<file path="src/rtl/down_counter_if.sv">
// Control/status bundle for the loadable countdown timer.
//   start    : load request, master -> counter
//   load_val : initial count captured with start, master -> counter
//   en       : count enable, master -> counter
//   count    : current count value, counter -> master
//   busy     : counter is decrementing (RUN), counter -> master
//   done     : single-cycle terminal-count flag, counter -> master
interface down_counter_if #(
    parameter int unsigned WIDTH = 12
);
    logic             start;
    logic [WIDTH-1:0] load_val;
    logic             en;
    logic [WIDTH-1:0] count;
    logic             busy;
    logic             done;

    // Requester side: issues loads and enables, observes status.
    modport master (
        output start,
        output load_val,
        output en,
        input  count,
        input  busy,
        input  done
    );

    // Timer side: consumes loads and enables, reports status.
    modport slave (
        input  start,
        input  load_val,
        input  en,
        output count,
        output busy,
        output done
    );
endinterface : down_counter_if

</file>
<file path="src/rtl/down_counter.sv">
// Loadable countdown timer.
// A start pulse loads load_val; the count then decrements once per enabled
// clock while in RUN. Reaching zero moves to DONE, which raises done for
// exactly one cycle before returning to IDLE. A zero load goes straight to
// DONE, so RUN is never entered with count==0 and the count cannot underflow.
// Ports:
//   clk : system clock, all logic on posedge
//   rst : synchronous reset, active-high, priority over all inputs
//   bus : down_counter_if slave modport (start/load_val/en in,
//         count/busy/done out, all outputs registered)
module down_counter #(
    parameter int unsigned WIDTH = 12
) (
    input  logic               clk,
    input  logic               rst,
    down_counter_if.slave      bus
);

    typedef enum logic [1:0] {
        ST_IDLE = 2'd0,
        ST_RUN  = 2'd1,
        ST_DONE = 2'd2
    } state_e;

    state_e           state_q, state_d;
    logic [WIDTH-1:0] count_q, count_d;
    logic             busy_q,  busy_d;
    logic             done_q,  done_d;

    // State and output registers.
    always_ff @(posedge clk) begin
        if (rst) begin
            state_q <= ST_IDLE;
            count_q <= '0;
            busy_q  <= 1'b0;
            done_q  <= 1'b0;
        end else begin
            state_q <= state_d;
            count_q <= count_d;
            busy_q  <= busy_d;
            done_q  <= done_d;
        end
    end

    // Next-state and next-count logic; start has priority over en everywhere.
    always_comb begin
        state_d = state_q;
        count_d = count_q;

        unique case (state_q)
            ST_IDLE: begin
                if (bus.start) begin
                    count_d = bus.load_val;
                    state_d = (bus.load_val != '0) ? ST_RUN : ST_DONE;
                end
            end

            ST_RUN: begin
                if (bus.start) begin
                    count_d = bus.load_val;
                    state_d = (bus.load_val != '0) ? ST_RUN : ST_DONE;
                end else if (bus.en) begin
                    if (count_q > WIDTH'(1)) begin
                        count_d = count_q - WIDTH'(1);
                    end else begin
                        // Last decrement lands on zero; terminal count.
                        count_d = '0;
                        state_d = ST_DONE;
                    end
                end
            end

            ST_DONE: begin
                if (bus.start) begin
                    count_d = bus.load_val;
                    state_d = (bus.load_val != '0) ? ST_RUN : ST_DONE;
                end else begin
                    count_d = '0;
                    state_d = ST_IDLE;
                end
            end

            default: begin
                count_d = '0;
                state_d = ST_IDLE;
            end
        endcase

        // Moore flags registered alongside the state they decode.
        busy_d = (state_d == ST_RUN);
        done_d = (state_d == ST_DONE);
    end

    assign bus.count = count_q;
    assign bus.busy  = busy_q;
    assign bus.done  = done_q;

endmodule : down_counter
</file>
<file path="src/flat_wrapper.sv">
// flat-port wrapper written by rule: the top's interface ports become plain ports
module down_counter_flat 
#(
    parameter int unsigned WIDTH = 12
)
  (clk, rst, bus_start, bus_load_val, bus_en, bus_count, bus_busy, bus_done);
  down_counter_if #(.WIDTH(WIDTH)) bus_i ();
  input  logic clk;
  input  logic rst;
  input wire logic [$bits(bus_i.start)-1:0] bus_start;
  input wire logic [$bits(bus_i.load_val)-1:0] bus_load_val;
  input wire logic [$bits(bus_i.en)-1:0] bus_en;
  output wire logic [$bits(bus_i.count)-1:0] bus_count;
  output wire logic [$bits(bus_i.busy)-1:0] bus_busy;
  output wire logic [$bits(bus_i.done)-1:0] bus_done;
  assign bus_i.start = bus_start;
  assign bus_i.load_val = bus_load_val;
  assign bus_i.en = bus_en;
  assign bus_count = bus_i.count;
  assign bus_busy = bus_i.busy;
  assign bus_done = bus_i.done;
  down_counter #(.WIDTH(WIDTH)) u_core (.clk(clk), .rst(rst), .bus(bus_i));
endmodule
</file>
<file path="config.mk">
export PLATFORM = sky130hd
export DESIGN_NAME = down_counter_flat
export DESIGN_NICKNAME = d
export VERILOG_FILES = /design/src/rtl/down_counter_if.sv /design/src/rtl/down_counter.sv /design/src/flat_wrapper.sv
export SDC_FILE = /design/constraint.sdc
export NUM_CORES = 1
export LEC_CHECK = 0
export CORE_UTILIZATION = 50
export DETAILED_ROUTE_END_ITERATION = 10
export PLACE_DENSITY = 0.84
export SYNTH_ARGS = -nofsm -noshare
export SYNTH_HDL_FRONTEND = slang
export SYNTH_SLANG_ARGS = --single-unit
</file>
<file path="constraint.sdc">
create_clock -name clk -period 5.7 [get_ports clk]
set_input_delay 0.855 -clock clk [delete_from_list [all_inputs] [get_ports clk]]
set_output_delay 0.855 -clock clk [all_outputs]
set_load 0.01 [all_outputs]
</file>
==> metrics, run 1 <==
status finished, violations left; failing checks DRC; Ant. Diodes 0; power density cells approximately 220 nW/um^2; Avg WL per Cell between 15 and 20 um; Clock Sinks 16; sequential power share 0.458; Post-CTS Setup Bufs 0; crit path time final around 2.4 ns; relative slew slack 0.572; fmax 0.416 GHz; skew final just over 0.003 ns; routability cong. about 1; Synth Cell Area slightly above 1000 um^2; Die Y ~47 um; H-Tree Depth 1; Final Cycle Share 0.422; yosys warns 0; fillcell total 178; Synth Flop Type dfxtp_1; switching fraction of total power 0.337; antenna violation net count after detailed routing 0; drt pass-1 iters 7; Yosys reg bits 16; RSZ-0062 raised after global routing no; vias in the first global route ~960; GRT Overall Usage 0.272; Worst-Margin Slew between 0.6 and 0.7 ns; crit path cell chain clkdlybuf4s50_1, nor3b_1, nand4b_1, o32ai_1, a32o_1; global-route wire length before repair around 4300 um; core area around 2000 um^2; Post-Synthesis Mean Instance Area 7.90 um^2; I/O pin cnt 30; hold slack ~0.51 ns; final hold violations 0; Iter 0 DRT Violations 39; full die area approximately 2300 um^2; via count between 1000 and 1500; Hold Buf Count CTS 0; register area around 320 um^2; area of the multi-input gates roughly 660 um^2; Internal around 0.00019 W; critical path class input pin to flop; Worst-path clk slew around 0.090 ns; Leakage Power around 0.5 nW; Clock Path Buffers 2; cts repair resizes 0; PortBufs 29; clock power share 0.200; CTS Buf Count 3; drt via density roughly 6.4; layout cell share with drive strength beyond 1 0.0382; CP endpoint kind flop; initial antenna violation count 0; Worst Path Max Fanout 8; HP Class flop to flop; max-slew violation count 0; WP buf/inv 1; EDFF count, synth 0; peak supply drop around 160 uV; register area share after synthesis 0.310; GR Overflow Total 0; max capacitance violation total 0; Post-Syn Instances about 130; CTS tree built; Routed WL 2820 um; max incr delay on CP 0.59 ns; post-synth cell types between 40 and 50; largest net degree at the start of global routing 12; CP Launch Type input pin; Comb power frac 0.342; # setup viols final 0; Psw roughly 0.000099 W; Die X ~47 um; DRC 1; final core utilization 0.691; clk_lat worst skew 0.29 ns; CP arrival between 2 and 3 ns; NumNets Final approximately 180; top cell family by delay on the critical path simple AND/OR/NAND/NOR gates; Initial Util 0.527; hpwl dp 2150 um; Root Buffer clkbuf_4; critical path required time roughly 5.9 ns; Synth-to-Final Area Change 31.1%; slowest cell on the critical path nor3b_1; Async S/R FF share, synth 0; Mapped Nets approximately 150; row count 16; Setup TNS 0 ns
## worst min-delay path, delay by kind of cell (launching register included)
kind | cells | cell delay, ns
DFF | 1 | 0.34
and+or+nand+nor | 1 | 0.06
AOI/OAI and AO/OA | 1 | 0.06
## stage by stage
stage	cell area, um^2	setup slack (ns)	instances	total power [W]
3_5_place_dp	1330	3.00	181	0.000235
3_3_place_gp	1330	3.05	181	0.000233
4_1_cts	1360	3.30	184	0.000293
2_1_floorplan	1030	3.57	131	0.000195
6_report	1360	3.30	184	0.000294
5_1_grt	1360	3.15	184	0.000310
## state kept, by name, indices dropped and copies added (netlist names)
signal            count
u_core.bus.count     12
u_core.bus.busy       1
u_core.bus.done       1
u_core.state_q        2
## cells in the mapped netlist, types with 2 or more instances
cell | n | area share
nor2_1 | 7 | 0.025
a31oi_1 | 2 | 0.012
buf_2 | 2 | 0.0097
o21ai_0 | 4 | 0.019
a22oi_1 | 5 | 0.036
nor3_1 | 9 | 0.044
inv_1 | 9 | 0.033
nand3_1 | 2 | 0.0097
o32ai_1 | 2 | 0.017
o21a_1 | 2 | 0.015
mux2i_1 | 2 | 0.019
a21oi_1 | 6 | 0.029
nor3b_1 | 2 | 0.015
nor4_1 | 5 | 0.030
dfxtp_1 | 16 | 0.31
clkbuf_1 | 4 | 0.015
or4_1 | 3 | 0.022
and2_1 | 2 | 0.012
ha_1 | 2 | 0.024
o21ai_1 | 3 | 0.015
nor2b_1 | 2 | 0.012
o211ai_1 | 3 | 0.022
or3_1 | 3 | 0.018
nand2_1 | 10 | 0.036
o22ai_1 | 2 | 0.012
a211oi_1 | 3 | 0.022
## placed cells by master (no fill, tap or decap), types with 4 or more instances in the layout
cell type,count
nor4_1,5
a21oi_1,6
o21ai_0,4
dfxtp_1,16
a22oi_1,5
nor2_1,7
clkdlybuf4s50_1,29
nand2_1,10
inv_1,9
nor3_1,9
## power groups by stage
stage                clock, W  sequential [W]  combinational [W]
floorplan                   0        0.000136          0.0000593
global placement            0        0.000136          0.0000970
detailed placement          0        0.000136          0.0000989
CTS                 0.0000594        0.000134          0.0000994
global route        0.0000634        0.000136           0.000110
finish              0.0000587        0.000135           0.000101
## layer usage
metal	global-route usage	vias up	part of all wire
met4	0.0914	0	0.016
met2	0.433	56	0.48
met5	0	-	0
met3	0.0755	6	0.070
met1	0.353	553	0.43
li1	-	561	-
## cells by family after synthesis
family / after synthesis / share of synthesized area
simple gates: 48 / 0.247
compound gates: 46 / 0.325
flops: 16 / 0.310
buf+inv: 15 / 0.0568
fa+ha+maj: 3 / 0.0339
mux: 2 / 0.0193
xor+xnor: 1 / 0.00847
## final cells by class
type                            instances  area share
Inverter                                9      0.0249
Clock buffer                            3      0.0166
Timing Repair Buffer                   29       0.214
Sequential cell                        16       0.236
Multi-Input combinational cell        100       0.483
Tap cell                               27      0.0249
## final timing paths
path	startpoint	end	slack [ns]	cells past startpoint
setup / recovery	bus_start	u_core.bus.count[7]	3.30	5
hold / removal	u_core.bus.count[6]	u_core.bus.count[6]	0.51	2
setup reg to reg	u_core.bus.count[7]	u_core.bus.busy	3.60	4
hold reg to reg	u_core.bus.count[6]	u_core.bus.count[6]	0.51	2
Power figures use the tool's default switching activity.
==> run 2: changes to the inputs <==
CORE_UTILIZATION = 46   (was 50)
PLACE_DENSITY = 0.78   (was 0.84)
clock period = 2.34 ns   (was 5.7 ns; I/O delays follow)
==> run 2 against run 1 <==
The flow now finishes without violations; cell area up 3.2%; largest power group unchanged; clock skew is 0.0040 ns higher; sequential cell count unchanged.
==> metrics, run 2 (synthesis results as in run 1) <==
core area slightly above 2000 um^2; max capacitance violation total 0; Clock Sinks 16; max-slew violation count 0; antenna violation net count after detailed routing 0; Synth-to-Final Area Change 35.3%; dpl ws 0.303 ns; via count between 1000 and 1500; Ant. Diodes 0; drt pass-1 iters 4; Root Buffer clkbuf_4; Hold Buf Count CTS 0; GR Util met3 0.0436; hpwl dp around 2200 um; Setup TNS 0 ns; critical path class flop to flop; GR Util met2 0.441; peak supply drop approximately 370 uV; Final Cycle Share 0.874; final hold violations 0; CP endpoint kind flop; Die X roughly 50 um; relative slew slack 0.625; Worst Slack Setup Final about 0.30 ns; initial antenna violation count 0; CTS Buf Count 3; CTS tree built; Die Y about 49 um; Clock Path Buffers 2; power density cells about 560 nW/um^2; vias in the first global route roughly 1100; H-Tree Depth 1; fillcell total 186; CP arrival roughly 2.2 ns; cts repair resizes 0; DRC 0; # setup viols final 0; Worst-Margin Slew 0.561 ns; layout cell share with drive strength beyond 1 0.0679; HP Class flop to flop; Avg WL per Cell roughly 16 um; met1 Usage GRT 0.345; clk_lat worst skew approximately 0.30 ns; skew final 0.00716 ns; most common cell after layout, fill and taps aside clkdlybuf4s50_1; status complete, no violations; Initial Util 0.507; drt via density 6.32; max reg flops 12; CP Launch Type flop; critical path required time 2.54 ns; Routed WL between 3000 and 4000 um; RSZ-0062 raised after global routing no; Area after DPL 1360 um^2; Post-CTS Setup Bufs 0; PortBufs 29; gr busiest metal met2; NumNets Final ~180; GRT Overall Usage 0.270; row count 16; Worst Path Max Fanout 7; GR Overflow Total 0; Iter 0 DRT Violations between 40 and 50; fmax between 0.4 and 0.5 GHz; design area 1400 um^2; routability cong. roughly 1.1; largest net degree at the start of global routing 12; full die area approximately 2400 um^2; global-route wire length before repair 5020 um; I/O pin cnt 30; Total Power 0.000780 W; Worst-path clk slew around 0.1 ns; commonest non-fill, non-tap cells in the layout clkdlybuf4s50_1, dfxtp_1, nand2_1; crit path time final 2.04 ns; Leakage Power between 0.5 and 0.6 nW
## run 2: changes by cell type in the layout (fill, tap and decap cells not counted)
cell      change
buf_4         +4
clkbuf_8      +1
## run 2: worst paths after layout
kind	start	end	slack, ns	cells past startpoint
max	u_core.bus.count[7]	u_core.bus.count[9]	0.30	4
min	u_core.bus.count[6]	u_core.bus.count[6]	0.53	2
max reg2reg	u_core.bus.count[7]	u_core.bus.count[9]	0.30	4
min reg2reg	u_core.bus.count[6]	u_core.bus.count[6]	0.53	2
## run 2: cell type report
| class | count | area, um^2 | share of cell area |
|---|---|---|---|
| Sequential cell | 16 | 320 | 0.229 |
| Inverter | 9 | 33.8 | 0.0241 |
| Timing Repair Buffer | 33 | 320 | 0.229 |
| Multi-Input combinational cell | 100 | 656 | 0.468 |
| Clock buffer | 4 | 36.3 | 0.0259 |
| Tap cell | 27 | 33.8 | 0.0241 |
## run 2: where the power goes
group,internal [W],switching [W]
logic,0.000128,0.000129
clock network,0.0000950,0.000101
registers,0.000293,0.0000332
total,0.000516,0.000263
## run 2: routing by layer
metal,part of all wire,vias to the layer above
met4,0.015,0
met1,0.44,549
met2,0.47,76
li1,-,565
met3,0.075,5
met5,0,-
## run 2: through the flow
step | utilization | hold WS, ns | instances
2_1_floorplan | - | 0.480 | 131
3_3_place_gp | 0.668 | 0.497 | 185
3_5_place_dp | 0.668 | 0.524 | 185
4_1_cts | 0.686 | 0.539 | 189
5_1_grt | 0.686 | 0.566 | 189
6_report | 0.686 | 0.526 | 189
## run 2: worst max-delay path, stage by stage (launching register included)
cell and delay, ns:
dfxtp_1 0.37, or4_1 0.66, o41a_4 0.52, a31o_1 0.22
a22o_1 0.18
==> run 3: changes to the inputs <==
CORE_UTILIZATION = 28   (was 46)
PLACE_DENSITY = not set   (was 0.78)
==> run 3 against run 2 <==
Hold slack got worse by 0.021 ns; clock skew decreased by 0.0066 ns; via count increased by 0.42%; die area increased by 61%; largest cell class unchanged; first-iteration DRC count increased by 93%; largest power group unchanged; sequential share of layout area decreased by 0.79 points.
==> metrics, run 3 (synthesis results as in run 1) <==
status complete, no violations; CTS tree built; Worst-Margin Slew roughly 0.61 ns; Die X approximately 63 um; Die Y 62.8 um; vias in the first global route between 1000 and 1500; CP Launch Type flop; core area between 3000 and 4000 um^2; # setup viols final 0; initial antenna violation count 0; GR Overflow Total 0; layout cell share with drive strength beyond 1 0.0736; RSZ-0062 raised after global routing no; skew final between 0.0005 and 0.0006 ns; Ant. Diodes 0; H-Tree Depth 1; Final Cycle Share 0.874; drt pass-1 iters 4; final hold violations 0; max-slew violation count 0; Leakage Power 0.532 nW; HP Class flop to flop; critical path class flop to flop; clk_lat worst skew approximately 0.26 ns; row count 21; Iter 0 DRT Violations 89; Setup TNS 0 ns; fmax approximately 0.49 GHz; Worst Path Max Fanout 7; full die area around 4000 um^2; DRC 0; crit path time final between 2 and 2.5 ns; peak supply drop ~160 uV; routability cong. between 0.8 and 0.9; CP arrival 2.20 ns; GRT Overall Usage 0.161; Clock Sinks 16; Hold Buf Count CTS 0; I/O pin cnt 30; Routed WL around 3100 um; global-route wire length before repair about 5000 um; max incr delay on CP around 0.66 ns; slowest cell on the critical path or4_1; CP endpoint kind flop; CTS Buf Count 3; PortBufs 29; Initial Util 0.301; Post-CTS Setup Bufs 0; Clock Path Buffers 2; max capacitance violation total 0; antenna violation net count after detailed routing 0; critical path required time approximately 2.5 ns; cts repair resizes 0; Synth-to-Final Area Change 40.1%; crit path cell chain or4_1, o41a_4, a31o_1, a22o_1; via count 1200; NumNets Final roughly 180; commonest non-fill, non-tap cells in the layout clkdlybuf4s50_1, dfxtp_1, nand2_1; hold slack 0.505 ns; Avg WL per Cell approximately 15 um; most common cell after layout, fill and taps aside clkdlybuf4s50_1; largest net degree at the start of global routing 12; Root Buffer clkbuf_8; drt via density 5.74; Worst-path clk slew 0.07 ns; max reg flops 12; hpwl dp between 2000 and 2500 um; relative slew slack 0.592; power density cells roughly 580 nW/um^2
run 3: cell count changes in the layout (fill, tap and decap cells not counted), sizes merged:
cell / before / now
buf: 4 / 5
run 3: routing by layer:
metal,up-vias,part of all wire,GRT usage
li1,569,-,-
met1,568,0.47,0.220
met2,51,0.44,0.239
met3,12,0.054,0.0219
met4,0,0.028,0.0959
met5,-,0,0
run 3: path summary, 6_finish.rpt:
check,to,startpoint,cells past startpoint,slack (ns)
worst max-delay path,u_core.bus.count[9],u_core.bus.count[7],4,0.29
worst min-delay path,u_core.bus.count[6],u_core.bus.count[6],2,0.51
worst max register to register,u_core.bus.count[9],u_core.bus.count[7],4,0.29
worst min register to register,u_core.bus.count[6],u_core.bus.count[6],2,0.51
run 3: cell type report:
cell class | instances | area, um^2
repair buffers | 34 | 328
inverters | 9 | 33.8
clock buffers | 4 | 55.1
flip-flops and latches | 16 | 320
well taps | 46 | 57.6
multi-input cells | 100 | 656
fillers | 351 | 1990
run 3: where the power goes:
group | leakage [nW] | switching (W) | internal [W]
sequential | 0.132 | 0.0000344 | 0.000293
combinational | 0.371 | 0.000125 | 0.000129
clock | 0.0288 | 0.000110 | 0.000150
total | 0.532 | 0.000270 | 0.000572
run 3: stage by stage:
stage               cell area (um^2)  utilization  power [W]  worst slack, ns  cells
floorplan                       1030            -   0.000475            0.378    131
global placement                1400        0.405   0.000583            0.360    205
detailed placement              1400        0.405   0.000584            0.322    205
CTS                             1450        0.421   0.000842            0.310    209
global route                    1450        0.421   0.000884            0.245    209
finish                          1450        0.421   0.000842            0.294    209
run 3: critical path, delay by kind of cell, from the launching register on:
kind	cells	cell delay, ns
compound gates	3	0.91
flops	1	0.37
simple gates	1	0.66
==> patch: new RTL, flow settings as in run 2 <==
`WIDTH` is set to 12 in 3 places; all go to 6.
--- a/src/rtl/down_counter_if.sv
+++ b/src/rtl/down_counter_if.sv
@@ -7,5 +7,5 @@
 //   done     : single-cycle terminal-count flag, counter -> master
 interface down_counter_if #(
-    parameter int unsigned WIDTH = 12
+    parameter int unsigned WIDTH = 6
 );
     logic             start;
--- a/src/rtl/down_counter.sv
+++ b/src/rtl/down_counter.sv
@@ -10,5 +10,5 @@
 //         count/busy/done out, all outputs registered)
 module down_counter #(
-    parameter int unsigned WIDTH = 12
+    parameter int unsigned WIDTH = 6
 ) (
     input  logic               clk,
--- a/src/flat_wrapper.sv
+++ b/src/flat_wrapper.sv
@@ -2,5 +2,5 @@
 module down_counter_flat 
 #(
-    parameter int unsigned WIDTH = 12
+    parameter int unsigned WIDTH = 6
 )
   (clk, rst, bus_start, bus_load_val, bus_en, bus_count, bus_busy, bus_done);
Ports: changed (resized bus_count and bus_load_val); port bits go from 30 to 18. The function was not compared with the original's and may differ.
==> patch against run 2 <==
- combinational power decreased by 29%
- sequential cell count decreased by 6
- first-iteration DRC count decreased by 6.5%
- worst setup slack improved by 270 ps
- clock power decreased by 17%
- cell count decreased by 42%
- synthesized cell count decreased by 42%
- count of clock-buffer cells in the layout unchanged
- cell area decreased by 37%
- global-route usage decreased by 2.5 points
- synthesized area decreased by 36%
- die area decreased by 34%
- power decreased by 28%
- routed wire length decreased by 46%
- largest cell class unchanged
==> patch: results (changes against run 2) <==
Fraction of the yosys area taken by sequential cells -> 0.301 (-0.00823)
Crit Path Max Fanout -> 8 (+1)
Filler Cell Count -> 121 (-35%)
Global-route wire length before repair -> 2570 um (-49%)
Part of the cycle the worst path needs -> 0.758 (-0.116)
Number of library cell types mapped by synthesis -> 30 (-33%)
Final HPWL from detailed placement -> 1150 um (-49%)
Critical-path top delay cell -> sky130_fd_sc_hd__clkdlybuf4s50_1
Reg clk slew, reported paths -> 70 ps (-30 ps)
Final standard cell count with taps included and fillers excluded -> 110 (-42%)
Worst-skew pair later-pin latency -> 270 ps (-30 ps)
Number of instances in the synthesized netlist -> 76 (-42%)
Launch point of the critical path -> bus_start
Buffers added on ports -> 17 (-41%)
GRT Total Usage -> 0.246 (-0.0245)
Synth Area in Adders -> 0.0377 (+0.00381)
Layout cells sized above 1 -> 0.0737 (+0.00578)
Vias in the first global route -> 560 (-49%)
Worst setup timing slack at the placement stage -> 299 ps (-4.12 ps)
Routed vias -> 686 (-43%)
Flop-to-flop setup slack -> 600 ps (+300 ps)
Delay of the slowest critical-path stage -> 530 ps (-130 ps)
Startpoint of the tightest hold check path -> u_core.bus.count[4]$_SDFFE_PP0P_
Reg-to-reg startpoint -> u_core.bus.count[0]$_SDFFE_PP0P_
Top cells by count, synth -> sky130_fd_sc_hd__dfxtp_1, sky130_fd_sc_hd__nor2_1, sky130_fd_sc_hd__a22oi_1
Smallest hold slack -> 654 ps (+127 ps)
Outcome -> finished clean
Leak Pwr -> 0.332 nW (-36%)
Pin count of the biggest net entering global routing -> 17 (+5)
Complex-gate fraction of the synthesized area -> 0.333 (+0.00806)
Wirelength, routed -> 1640 um (-46%)
-- patch: final cells by class --
class	instances	area share
multi-input combinational	62	0.508
clock buffer	4	0.0413
tap	15	0.0213
inverter	2	0.00853
sequential	10	0.228
timing repair buffer	17	0.193
-- patch: worst min path at each step --
stage,to,cells after the start
4_1_cts,u_core.bus.count[5]$_SDFFE_PP0P_,2
6_report,u_core.bus.count[4]$_SDFFE_PP0P_,2
3_5_place_dp,u_core.bus.count[4]$_SDFFE_PP0P_,2
2_1_floorplan,u_core.bus.count[2]$_SDFFE_PP0P_,1
5_1_grt,u_core.bus.count[5]$_SDFFE_PP0P_,2
3_3_place_gp,u_core.bus.count[5]$_SDFFE_PP0P_,2
-- patch: where the power goes --
group          total, mW  internal, mW  switching, mW
combinational      0.183         0.102         0.0817
clock              0.163        0.0946         0.0682
sequential         0.213         0.186         0.0267
-- patch: cells by family after synthesis --
logic type               count (synthesis)
adder cells (fa/ha/maj)                  2
AO/OA/AOI/OAI                           28
flip-flops                              10
XOR/XNOR                                 4
AND/OR/NAND/NOR                         28
buffers and inverters                    4
-- patch: metal layers --
layer,part of all wire,track usage
met5,0,0
met4,0.018,0.103
met1,0.44,0.330
met2,0.46,0.375
met3,0.083,0.0556
-- patch: through the flow --
stage,cell area [sq um],utilization
after floorplan,664,-
after global placement,843,0.640
after detailed placement,843,0.640
after CTS,880,0.668
after global routing,880,0.668
final,880,0.668
-- patch: worst max-delay path, delay by kind of cell --
family | cells | cell delay [ps]
compound gates | 3 | 860
buf+inv | 1 | 530
simple gates | 1 | 210
